===== src/rtl/lcd_text_buffer_pkg.sv =====
// Shared constants, FSM states and write-request type for the LCD text buffer.
package lcd_pkg;

   localparam int LCD_CHARS = 32;
   localparam int LCD_LINE  = 16;

   localparam logic [7:0] CH_FF    = 8'h0C;
   localparam logic [7:0] CH_LF    = 8'h0A;
   localparam logic [7:0] CH_BS    = 8'h08;
   localparam logic [7:0] CH_SPACE = 8'h20;

   typedef enum logic {ST_CLEAR, ST_IDLE} lcd_state_e;

   typedef struct packed {
      logic       en;
      logic [4:0] addr;
      logic [7:0] data;
   } ram_wr_t;

   // Control codes that are swallowed without touching buffer or cursor.
   function automatic logic is_inert(input logic [7:0] c);
      return (c == 8'h09) || (c == 8'h0B) || ((c >= 8'h0D) && (c <= 8'h1F));
   endfunction

endpackage


===== src/rtl/lcd_char_ram.sv =====
// 32x8 character store: one sync write port, one registered read port,
// read-before-write on address collision.
module lcd_char_ram
   import lcd_pkg::*;
#(
   parameter logic [7:0] FILL_CHAR = CH_SPACE
) (
   input  logic       clk,
   input  logic       rst,
   input  ram_wr_t    wr,
   input  logic [4:0] rd_addr,
   output logic [7:0] rd_data
);

   logic [7:0] mem [LCD_CHARS];

   // Array itself carries no reset so it maps onto distributed RAM.
   always_ff @(posedge clk) begin
      if (wr.en) mem[wr.addr] <= wr.data;
   end

   always_ff @(posedge clk or posedge rst) begin
      if (rst) rd_data <= FILL_CHAR;
      else     rd_data <= mem[rd_addr];
   end

endmodule


===== src/rtl/lcd_text_buffer.sv =====
// 32-character screen buffer feeding the HD44780 driver: host write port with
// control-code decode, wrapping cursor, and a self-clearing pass after reset/FF.
module lcd_text_buffer
   import lcd_pkg::*;
#(
   parameter int         LINE_LEN  = LCD_LINE,
   parameter logic [7:0] FILL_CHAR = CH_SPACE
) (
   input  logic       clk,
   input  logic       rst,
   input  logic       wr_valid,
   input  logic [7:0] wr_char,
   output logic       wr_ready,
   input  logic [4:0] sel,
   output logic [7:0] dd_data,
   output logic [4:0] cursor,
   output logic       busy
);

   localparam logic [4:0] LINE2_START = 5'(LINE_LEN);
   localparam logic [4:0] LAST_IDX    = 5'(LCD_CHARS - 1);

   lcd_state_e state_q, state_d;
   logic [4:0] clear_idx_q, clear_idx_d;
   logic [4:0] cursor_q, cursor_d;
   ram_wr_t    wr;
   logic       accept;

   always_ff @(posedge clk or posedge rst) begin
      if (rst) begin
         state_q     <= ST_CLEAR;
         clear_idx_q <= '0;
         cursor_q    <= '0;
      end else begin
         state_q     <= state_d;
         clear_idx_q <= clear_idx_d;
         cursor_q    <= cursor_d;
      end
   end

   always_comb begin
      state_d     = state_q;
      clear_idx_d = clear_idx_q;
      cursor_d    = cursor_q;
      wr          = '0;
      wr_ready    = 1'b0;
      busy        = 1'b0;
      accept      = 1'b0;
      unique case (state_q)
         ST_CLEAR: begin
            busy        = 1'b1;
            wr.en       = 1'b1;
            wr.addr     = clear_idx_q;
            wr.data     = FILL_CHAR;
            clear_idx_d = clear_idx_q + 5'd1;
            if (clear_idx_q == LAST_IDX) state_d = ST_IDLE;
         end
         ST_IDLE: begin
            wr_ready = 1'b1;
            accept   = wr_valid;
            if (accept) begin
               if (wr_char == CH_FF) begin
                  cursor_d    = '0;
                  clear_idx_d = '0;
                  state_d     = ST_CLEAR;
               end else if (wr_char == CH_LF) begin
                  cursor_d = (cursor_q < LINE2_START) ? LINE2_START : 5'd0;
               end else if (wr_char == CH_BS) begin
                  // Step back first, then blank the cell we landed on.
                  cursor_d = cursor_q - 5'd1;
                  wr.en    = 1'b1;
                  wr.addr  = cursor_q - 5'd1;
                  wr.data  = FILL_CHAR;
               end else if (!is_inert(wr_char)) begin
                  wr.en    = 1'b1;
                  wr.addr  = cursor_q;
                  wr.data  = wr_char;
                  cursor_d = cursor_q + 5'd1;
               end
            end
         end
         default: state_d = ST_CLEAR;
      endcase
   end

   assign cursor = cursor_q;

   lcd_char_ram #(.FILL_CHAR(FILL_CHAR)) u_ram (
      .clk     (clk),
      .rst     (rst),
      .wr      (wr),
      .rd_addr (sel),
      .rd_data (dd_data)
   );

endmodule


===== config.mk =====
export PLATFORM = sky130hd
export DESIGN_NAME = lcd_text_buffer
export DESIGN_NICKNAME = d
export VERILOG_FILES = /design/src/rtl/lcd_text_buffer_pkg.sv /design/src/rtl/lcd_char_ram.sv /design/src/rtl/lcd_text_buffer.sv
export SDC_FILE = /design/constraint.sdc
export NUM_CORES = 1
export LEC_CHECK = 0
export BUFFER_PORTS_ARGS = -buffer_cell sky130_fd_sc_hd__clkbuf_2
export CORE_MARGIN = 4
export CORE_UTILIZATION = 50
export DETAILED_ROUTE_END_ITERATION = 12
export PLACE_DENSITY_LB_ADDON = 0.2
export SYNTH_ARGS = -nofsm -noshare
export SYNTH_HDL_FRONTEND = slang
export SYNTH_SLANG_ARGS = --single-unit

===== constraint.sdc =====
create_clock -name clk -period 4.3 [get_ports clk]
set_input_delay 0.645 -clock clk [delete_from_list [all_inputs] [get_ports clk]]
set_output_delay 0.645 -clock clk [all_outputs]
set_load 0.02 [all_outputs]

**Word-level counts from Yosys, hierarchy flattened**

Memory sizes are Yosys's and may differ from the RTL's. A register that Yosys moved wholly into a read port is not among the register bits.
Index checks and enable logic that the tools add are counted.

- Memory bits (writable): 256
- Memories kept: 1
- Output and inout port bits: 15
- Input port bits: 16
- Bits in registers: 11

- Eq/ne operators: 9
- Bitwise logic cells: 1
- Magnitude comparators: 3
- Add/sub/neg operators: 3
- Reduce and logical (&&, ||, !) cells: 5
- Mux-type cells: 22

Memories:

| name | words | width | read ports | clocked after Yosys merged registers in | write ports | RTL line | text |
|---|---|---|---|---|---|---|---|
| u_ram.mem | 32 | 8 | 1 | 1 | 1 | lcd_char_ram.sv:15 | `logic [7:0] mem [LCD_CHARS];` |

Operators with widths:

| kind | number |
|---|---|
| 14-bit two-way mux | 5 |
| 8-bit by 4-bit equality test with 1-bit output (second input constant) | 5 |
| 5-bit two-way mux | 7 |
| 14-bit one-hot mux with 2 select lines | 1 |
| 5-bit by 1-bit adder with 5-bit output (second input constant) | 2 |
| 5-bit one-hot mux with 2 select lines | 1 |
| 8-bit by 4-bit greater-or-equal comparator with 1-bit output (second input constant) | 1 |
| 8-bit by 5-bit less-or-equal comparator with 1-bit output (second input constant) | 1 |
| 1-bit two-way mux | 7 |
| 5-bit equality test (second input constant) | 1 |
| 5-bit < comparator (second input constant) | 1 |
| 5-bit by 1-bit subtractor with 5-bit output (second input constant) | 1 |
| 4-bit != test (second input constant) | 1 |
| 3-bit AND reduction | 1 |
| 1-bit logical OR | 2 |
| 2-bit by 1-bit != test with 1-bit output (second input constant) | 1 |
| 2-bit != test (second input constant) | 1 |
| 1-bit one-hot mux with 2 select lines | 1 |
| 2-bit AND reduction | 1 |
| 1-bit logical AND | 1 |
| 1-bit NOT | 1 |

**Logic depth before layout (Yosys ltp)**

Gate-level depths: netlist of run 1.

- Depth after elaboration: 11
- Depth in mapped cells: 8
- Depth with buffers taken out: 7

**Modules after synthesis**

Synthesis of run 1 repeated with hierarchy kept, for this count alone.

- Cells, all modules: 533
- Area total of the unflattened synthesis: 11129.4 um2

By module, submodules not included:

| module | instances | area each (um2) | cells an instance |
|---|---|---|---|
| lcd_char_ram | 1 | 10098.4 | 418 |
| lcd_text_buffer | 1 | 1031.0 | 115 |

**Worst setup path after synthesis of run 1**

No wires, ideal clock.

- Kind: input to register
- From: in wr_char[1]
- To: mem u_ram.mem[0][5], data pin
- Stages on the path: 6
- Library setup time: 467 ps
- Setup slack: 731 ps
- Data arrival time: 3103 ps
- Path through: buf_6 > or4_4 > buf_6 > nor2_1 > nor2_1 > o31ai_1

RTL lines:

| what | RTL line | text |
|---|---|---|
| start: declaration | lcd_text_buffer.sv:12 | `input logic [7:0] wr_char,` |
| end: declaration | lcd_char_ram.sv:15 |  |

**Worst setup path after layout of run 1**

- From: reg cursor_q[0], in the netlist cursor[0]
- To: mem u_ram.mem[25][6] (enable)

- Longest elaborated chain between the ends: 6
- Elaborated cells on any way between the ends: 7
- Those cells by class: 1 x add/sub; 6 x mux

RTL lines:

| what | RTL line | text |
|---|---|---|
| start: declaration | lcd_text_buffer.sv:25 | `logic [4:0] cursor_q, cursor_d;` |
| start signal: assignment | lcd_text_buffer.sv:37 | `cursor_q <= cursor_d;` |
| 5-bit by 1-bit subtractor with 5-bit output or 14-bit two-way mux (tied branches) | lcd_text_buffer.sv:72, lcd_text_buffer.sv:74 |  |
| 14-bit two-way mux * | lcd_text_buffer.sv:68 | `end else if (wr_char == CH_BS) begin` |
| 14-bit two-way mux * | lcd_text_buffer.sv:66 | `end else if (wr_char == CH_LF) begin` |
| 14-bit two-way mux * | lcd_text_buffer.sv:62 | `if (wr_char == CH_FF) begin` |
| 14-bit two-way mux * | lcd_text_buffer.sv:61 | `if (accept) begin` |
| 14-bit one-hot mux with 2 select lines * | lcd_text_buffer.sv:49 | `unique case (state_q)` |

Mark *: on every way between the ends. The rest lies on a longest branch, timed or not.

==> run metrics, run 1 <==
Setup Fix Bufs, Post-CTS=0; Synth cell types=between 60 and 70; element type at the critical path end=flop; ys async rst share=under 10%; Post-synth EDFFs=256; clock transition at the registers of the reported paths=around 60 ps; status=completed; Worst path depth=7; worst endpoint required time=4450 ps; Die H=about 160 um; maximum achievable frequency=289 MHz; P_int=slightly below 5 mW; max_slew headroom=around 18%; sequential fraction of the synthesis area=between 70 and 80%; CP Class=reg2reg; # rows=between 50 and 60; CP Cell Sequence=inv_1 -> ha_1 -> or3b_2 -> nor3_4 -> mux2i_1 -> nand4_1 -> nor2_1; Syn Inst Count=590; grt ovf=0; switch share=about 23%; Setup violations, final=0; slowest stage delay, CP=730 ps; Worst Tran Pin Value=around 1200 ps; clock tree buffer depth=3; CTS H-tree depth=1; RSZ-0062 raised after global routing=no; CP max FO=14; Die Area=~25000 um2; Final Slew Violations=0; Syn Nets=between 600 and 700; # fillers=1633; vias per cell=between 6 and 7; Nets=between 600 and 700; antenna-violating nets left=0; Die X=between 150 and 200 um; # port buffers=30; Tmin final=about 3500 ps; Yosys warning total=0; remaining routing DRC violations=0; global-route wire length before repair=38.5 mm; syn_area_per_cell=19.5 um2; Worst-Skew Late Latency=about 530 ps; Avg WL per Cell=approximately 26 um; MaxCap Viol Count=0; Final Hold Fails=0; vias in the first global route=6133; #FFs+latches synth=between 200 and 300; sequential group share of total power=approximately half; CTS tree=yes; Synth Flop Type=edfxtp_1; WP buf/inv=1; clock root cell=clkbuf_16; commonest non-fill, non-tap cell in the layout=edfxtp_1; Arr. time, crit path=around 3600 ps; Hold Crit Class=in2async; dpl cell area=between 10000 and 15000 um2; hold_buf cts=0; routability cong.=about 0.91; vias=roughly 6000; antenna diode count=0; sw power=1.47 mW; FF+latch area=8160 um2; Pre-Repair DR Iteration Count=7; area delta synth->final=14.4%; largest net degree at the start of global routing=33; share of layout cells above drive strength 1=around 32%; Static Leak=about 4.4 nW; synthesized area=between 10000 and 15000 um2; final clock skew=around 8 ps; Multi-input gate area=3140 um2; crit share post-route=approximately four fifths; Resize count post-CTS=0; Pwr Density=just under 500 nW/um2; initial DRC count=about 580; wirelength, routed=approximately 25 mm; All-Layer GR Usage=between 10% and 20%; Sinks on Clock Net=275; initial core utilization=50.7%; antenna violations before repair=0; Max VDD drop=between 0.2 and 0.3 mV; TNS Setup=0 ps; post-route cell area=around 13000 um2; cell family with most CP delay=simple AND/OR/NAND/NOR gates; core box area=between 20000 and 25000 um2; Worst path slowest cell=nor2_1; hpwl dp=between 15 and 20 mm; clock power share=around two fifths; Ports=31; CTS buffer count=29; crit start category=flop; FF-to-FF path depth=7; commonest cells after routing, fill and taps aside=edfxtp_1 (256), mux4_2 (80), nor2_1 (34), buf_4 (34); Gate power share=10.6%
[power by group through the flow]
stage	Clock, mW	Combinational (mW)	Sequential (mW)
after CTS	2.67	0.685	3.12
after detailed placement	0	0.682	3.18
after global placement	0	0.671	3.17
final	2.63	0.683	3.12
after floorplan	0	0.464	3.16
after global routing	2.80	0.740	3.13
[synth_stat cells (4+ instances only)]
master      n  area share [%]
a21o_1      5            0.33
and3_1     12            0.65
a211oi_1    4            0.26
nor3_1     21            0.92
mux2_2      9            0.88
dfrtp_1    18             3.9
nor2_1     34             1.1
buf_1       5            0.16
nand3_1     5            0.22
mux4_2     80              16
clkbuf_1   17            0.56
inv_1       7            0.23
buf_2      10            0.44
edfxtp_1  256              67
o21ai_0     9            0.39
a21oi_1     5            0.22
o31ai_1     6            0.39
ha_1        4            0.44
nand2_1    14            0.46
[sequential cells by signal, summed over array words and instances, names as in the netlist]
| signal | flops |
|---|---|
| u_ram.rd_data | 8 |
| u_ram.mem | 256 |
| state_q | 1 |
| cursor | 5 |
| clear_idx_q | 5 |
[kinds of logic after synthesis]
group / Yosys count / share of synthesized area [%]
buf+inv: 42 / 1.68
mux: 90 / 16.7
simple gates: 112 / 5.34
flops: 275 / 71.1
compound gates: 63 / 4.48
xor+xnor: 4 / 0.305
fa+ha+maj: 4 / 0.436
[through the flow]
| stage | std cells | setup slack, ps | total power [mW] | util, % | hold slack, ps |
|---|---|---|---|---|---|
| global placement | 904 | 762 | 3.84 | 53.5 | 596 |
| finish | 957 | 837 | 6.44 | 58.0 | 304 |
| detailed placement | 904 | 676 | 3.86 | 53.5 | 609 |
| global route | 957 | 612 | 6.67 | 58.0 | 349 |
| CTS | 957 | 823 | 6.47 | 58.0 | 309 |
| floorplan | 590 | 731 | 3.62 | - | 551 |
[path summary, 6_finish.rpt]
check | from | endpoint | slack [ps]
setup / recovery | cursor[0]$_DFFE_PP0P_ | u_ram.mem[25][6]$_DFFE_PP_ | 840
hold / removal | rst | cursor[1]$_DFFE_PP0P_ | 300
setup reg to reg | cursor[0]$_DFFE_PP0P_ | u_ram.mem[25][6]$_DFFE_PP_ | 840
hold reg to reg | clear_idx_q[0]$_DFFE_PP0P_ | clear_idx_q[0]$_DFFE_PP0P_ | 630
max in group asynchronous | rst | u_ram.rd_data[0]$_DFF_PP0_ | 3400
min in group clk | wr_char[1] | cursor[4]$_DFFE_PP0P_ | 530
[layout make-up]
type	count	area share [%]
Tap cell	285	2.72
Clock buffer	40	6.14
Multi-Input combinational cell	273	23.9
Timing Repair Buffer	64	3.20
Sequential cell	275	62.2
Inverter	7	0.200
Clock inverter	13	1.68
[layer usage]
layer | vias to the layer above | GRT usage (%) | share of wire [%] | wire (um)
li1 | 2594 | - | - | -
met1 | 3174 | 30.8 | 45 | 11300
met2 | 210 | 30.5 | 48 | 11800
met3 | 31 | 2.61 | 5.6 | 1390
met4 | 0 | 4.22 | 1.5 | 364
met5 | - | 0 | 0 | 0
Note: power is estimated with default switching activity, not from simulation.
==> run 2: changes to the inputs <==
- clock period: 4.3 -> 3.15 ns (I/O delays scaled with it)
==> run metrics, run 2 (synthesis results as in run 1) <==
max reg flops=256 (unchanged); CTS tree=yes; # fillers=1603 (-1.8%); TNS Setup=0 ps (unchanged); commonest cells after routing, fill and taps aside=edfxtp_1 (256), mux4_2 (80), buf_4 (79); Static Leak=4.61 nW (+5.4%); Nets=717 (+7.0%); clock root cell=clkbuf_16; Tot Pwr=8.85 mW (+37%); antenna diode count=0 (unchanged); wirelength, routed=25.6 mm (+3.5%); Die Area=25500 um2 (unchanged); Setup crit end=u_ram.mem[28][2]$_DFFE_PP_; All-Layer GR Usage=20.4% (+0.67 points); hold_buf cts=0 (unchanged); Ports=31 (unchanged); Largest Register=u_ram.mem; routability cong.=0.906 (-0.72%); antenna violations before repair=1 (+1); Pre-Repair DR Iteration Count=5 (-2); vias=6110 (+1.7%); CTS buffer count=29 (unchanged); largest registers=u_ram.mem (256), u_ram.rd_data (8); crit share post-route=92.3% (+12 points); Worst Tran Pin Value=1080 ps (-144 ps); area delta synth->final=17.5%; # port buffers=30 (unchanged); CP Class=reg2reg; CP max FO=8 (-6); hpwl dp=16.9 mm (+6.0%); Resize count post-CTS=0 (unchanged); commonest non-fill, non-tap cell in the layout=edfxtp_1; Die H=160 um (unchanged); maximum achievable frequency=344 MHz (+19%); FF-to-FF path depth=8 (+1); antenna-violating nets left=0 (unchanged); Final Hold Fails=0 (unchanged); reg-to-reg slack, setup=240 ps (-590 ps); Sinks on Clock Net=275 (unchanged); final worst slack=243 ps (-595 ps); max_slew headroom=27.2% (+9.7 points); grt ovf=0 (unchanged); final clock skew=13.2 ps (+5.39 ps); Setup violations, final=0 (unchanged); vias in the first global route=6362 (+3.7%); clock transition at the registers of the reported paths=60 ps (about the same); clock tree buffer depth=3 (unchanged); Hold Crit Class=in2async; RSZ-0062 raised after global routing=no; CP startpoint=cursor[0]$_DFFE_PP0P_; Setup Fix Bufs, Post-CTS=0 (unchanged); R2R Path End=u_ram.mem[28][2]$_DFFE_PP_; initial core utilization=50.7% (unchanged); # rows=55 (unchanged); reg2reg start=cursor[0]$_DFFE_PP0P_; element type at the critical path end=flop; Tmin final=2910 ps (-555 ps); MaxCap Viol Count=0 (unchanged); Arr. time, crit path=3060 ps (-550 ps); Max VDD drop=0.595 mV (+130%); worst endpoint required time=3300 ps (-1150 ps); global-route wire length before repair=39.6 mm (+2.9%); status=completed; largest net degree at the start of global routing=50 (+52%); DP Worst Slack=-148 ps (-824 ps); Die X=160 um (unchanged); Final Slew Violations=0 (unchanged); CTS H-tree depth=1 (unchanged); vias per cell=6.09 (-3.0%); Avg WL per Cell=25.6 um (-1.3%); crit start category=flop; share of layout cells above drive strength 1=36.9% (+4.8 points); initial DRC count=516 (-10%); Pwr Density=656 nW/um2 (+34%); remaining routing DRC violations=0 (unchanged); core box area=22600 um2 (unchanged); Worst-Skew Late Latency=530 ps (about the same)
run 2: cell types whose count changed in the layout (fill, tap and decap cells not counted), moves of 2 or more:
| cell | before | now |
|---|---|---|
| clkinv_2 | 5 | 7 |
| clkbuf_1 | 7 | 3 |
| buf_4 | 34 | 79 |
| clkinv_1 | 0 | 2 |
| buf_12 | 1 | 3 |
| clkbuf_8 | 4 | 1 |
run 2: power breakdown:
group	switching (mW)	internal (mW)
registers	0.0649	4.15
logic	0.643	0.434
clock network	1.36	2.20
total	2.07	6.78
run 2: final cells by class:
type / count / area [um2] / area share [%]
sequential: 275 / 8160 / 60.5
multi-input combinational: 273 / 3140 / 23.3
timing repair buffer: 111 / 798 / 5.92
clock buffer: 33 / 751 / 5.56
tap: 285 / 357 / 2.64
clock inverter: 19 / 254 / 1.88
inverter: 7 / 26.3 / 0.195
run 2: worst max-delay path, stage by stage, from the launching register on:
cell and delay, ps:
dfrtp_1 390, inv_1 80, ha_1 160, or3b_2 500, nor3_4 160, buf_4 170, mux2i_1 240, o211ai_1 220
nor2_1 610
run 2: metrics by stage:
stage	utilization, %	area [um2]	instances	hold slack (ps)
global placement	55.1	12500	951	583
finish	59.6	13500	1003	128
floorplan	-	11500	590	423
detailed placement	55.1	12500	951	584
global route	59.6	13500	1003	195
CTS	59.6	13500	1003	134
run 2: worst min path at each step:
stage                                          start                    endpoint  slack, ps  depth (start not counted)
after floorplan                                  rst  clear_idx_q[0]$_DFFE_PP0P_        420                          1
after global placement    clear_idx_q[0]$_DFFE_PP0P_  clear_idx_q[0]$_DFFE_PP0P_        580                          1
after detailed placement       cursor[2]$_DFFE_PP0P_       cursor[2]$_DFFE_PP0P_        580                          1
after CTS                                        rst       cursor[4]$_DFFE_PP0P_        130                          2
after global routing                             rst       cursor[4]$_DFFE_PP0P_        190                          2
final                                            rst       cursor[4]$_DFFE_PP0P_        130                          2
run 2: per-layer routing:
metal / vias up / routed length, um / global-route usage (%)
met2: 203 / 12700 / 32.8
met4: 2 / 351 / 3.98
li1: 2693 / - / -
met5: - / 13 / 0
met3: 35 / 1430 / 2.77
met1: 3177 / 11100 / 30.8
==> run 3: changes to the inputs <==
- clock period: 3.15 -> 2.55 ns (I/O delays scaled with it)
==> run metrics, run 3 (synthesis results as in run 1) <==
Avg WL per Cell=25.8 um (+1.0%); Ports=31 (unchanged); max reg flops=256 (unchanged); dpl cell area=13300 um2 (+6.8%); Static Leak=5.03 nW (+9.1%); global-route wire length before repair=41.1 mm (+3.8%); clock tree buffer depth=3 (unchanged); hold_buf cts=0 (unchanged); crit share post-route=98.3% (+6.0 points); core box area=22600 um2 (unchanged); remaining routing DRC violations=0 (unchanged); antenna violations before repair=0 (-1); # port buffers=30 (unchanged); Worst path slowest cell=dfrtp_2; final clock skew=15.4 ps (+2.12 ps); vias in the first global route=6644 (+4.4%); clock power share=37.4% (-2.8 points); clock root cell=clkbuf_16; Die X=160 um (unchanged); commonest non-fill, non-tap cell in the layout=edfxtp_1; initial DRC count=570 (+10%); vias per cell=6.16 (+1.2%); Worst Tran Pin Value=902 ps (-182 ps); Hold Crit Class=in2async; CP Cell Sequence=inv_4 -> ha_4 -> or3b_4 -> nor3_4 -> mux2i_2 -> buf_4 -> o311ai_4 -> nor3_4 -> buf_12; maximum achievable frequency=399 MHz (+16%); P_int=8.52 mW (+26%); element type at the critical path end=flop; RSZ-0062 raised after global routing=yes; hpwl dp=17.9 mm (+6.3%); max_slew headroom=39.8% (+13 points); All-Layer GR Usage=21.2% (+0.75 points); Tmin final=2510 ps (-400 ps); Nets=762 (+6.3%); routability cong.=0.937 (+3.4%); Die H=160 um (unchanged); worst endpoint required time=2790 ps (-510 ps); largest net degree at the start of global routing=65 (+30%); Sinks on Clock Net=275 (unchanged); Pwr Density=771 nW/um2 (+18%); slowest stage delay, CP=440 ps (-170 ps); switch share=24.3% (+0.89 points); Max VDD drop=0.499 mV (-16%); CP max FO=8 (unchanged); CTS buffer count=28 (-3.4%); sw power=2.73 mW (+32%); crit start category=flop; Gate power share=16.2% (+4.0 points); clock transition at the registers of the reported paths=60 ps (about the same); area delta synth->final=27.1%; post-route insts no fill=1047 (+4.4%); CP Class=reg2reg; vias=6452 (+5.6%); Setup violations, final=0 (unchanged); status=completed; wirelength, routed=27.0 mm (+5.4%); # rows=55 (unchanged); grt ovf=0 (unchanged); sequential group share of total power=46.3% (-1.3 points); Largest Register=u_ram.mem; CTS H-tree depth=1 (unchanged); Die Area=25500 um2 (unchanged); share of layout cells above drive strength 1=46.3% (+9.4 points); worst hold slack=18.5 ps (-109 ps); Final Slew Violations=0 (unchanged); commonest cells after routing, fill and taps aside=edfxtp_1 (256), buf_4 (92), mux4_2 (80); initial core utilization=50.7% (unchanged); dominant cell type by count on the critical path=nor3_4; largest registers=u_ram.mem (256), u_ram.rd_data (8); antenna-violating nets left=0 (unchanged); post-route cell area=14600 um2 (+8.1%); Tot Pwr=11.2 mW (+27%); CTS tree=yes; Pre-Repair DR Iteration Count=4 (-1); antenna diode count=0 (unchanged); Cells after DPL=982 (+3.3%); Arr. time, crit path=2750 ps (-310 ps); MaxCap Viol Count=0 (unchanged); Final Hold Fails=0 (unchanged); Worst-Skew Late Latency=530 ps (about the same)
[run 3: cell count changes in the layout (fill, tap and decap cells not counted), sizes merged]
cell / delta
buf: +46
clkbuf: +2
clkinvlp: -2
bufinv: -1
clkinv: -1
[run 3: power by group through the flow]
stage	Sequential, mW	Combinational (mW)	Clock, mW
final	5.21	1.83	4.21
after global routing	5.23	1.95	4.50
after CTS	5.21	1.75	4.28
after detailed placement	5.30	1.73	0
after global placement	5.29	1.70	0
after floorplan	5.33	0.970	0
[run 3: worst max-delay path: cells and delay by family (launching register included)]
family | cells | cell delay [ps]
buf+inv | 3 | 410
simple gates | 3 | 760
compound gates | 1 | 190
mux | 1 | 290
flops | 1 | 440
fa+ha+maj | 1 | 120
[run 3: through the flow]
stage,setup WS [ps],setup TNS [ps],utilization [%]
6_report,42.7,0,64.5
5_1_grt,-73.0,-4520,64.5
4_1_cts,-39.7,-679,63.4
3_5_place_dp,-326,-53350,58.9
3_3_place_gp,-273,-44950,58.9
2_1_floorplan,-277,-24590,-
[run 3: path summary, 6_finish.rpt]
check	from	endpoint	slack, ps	cells past startpoint
min in group clk	sel[4]	u_ram.rd_data[5]$_DFF_PP1_	260	2
worst min register to register	clear_idx_q[0]$_DFFE_PP0P_	clear_idx_q[0]$_DFFE_PP0P_	640	1
worst max register to register	cursor[0]$_DFFE_PP0P_	u_ram.mem[17][0]$_DFFE_PP_	40	9
worst min-delay path	rst	state_q$_DFF_PP0_	20	2
worst max-delay path	cursor[0]$_DFFE_PP0P_	u_ram.mem[17][0]$_DFFE_PP_	40	9
max in group asynchronous	rst	cursor[0]$_DFFE_PP0P_	1920	2
[run 3: layer usage]
layer / wire length, um / vias to the layer above / part of all wire, % / global-route usage (%)
met3: 1780 / 41 / 6.6 / 3.99
met1: 11700 / 3359 / 43 / 31.7
met5: 0 / - / 0 / 0
li1: - / 2793 / - / -
met4: 617 / 0 / 2.3 / 5.56
met2: 12900 / 259 / 48 / 32.6
[run 3: area by class of cell]
class,instances,area (um2)
fill,1527,8050
inverter,7,31.3
sequential,275,8170
tap,285,357
clock inverter,15,206
multi-input combinational,273,3570
timing repair buffer,157,1510
clock buffer,35,748
[run 3: timing repair]
item / CTS / global route
setup endpoints to repair: 164 / 216
resized for setup: 6 / 14
buffers inserted: 3 / 12
pin swaps: 4 / 14
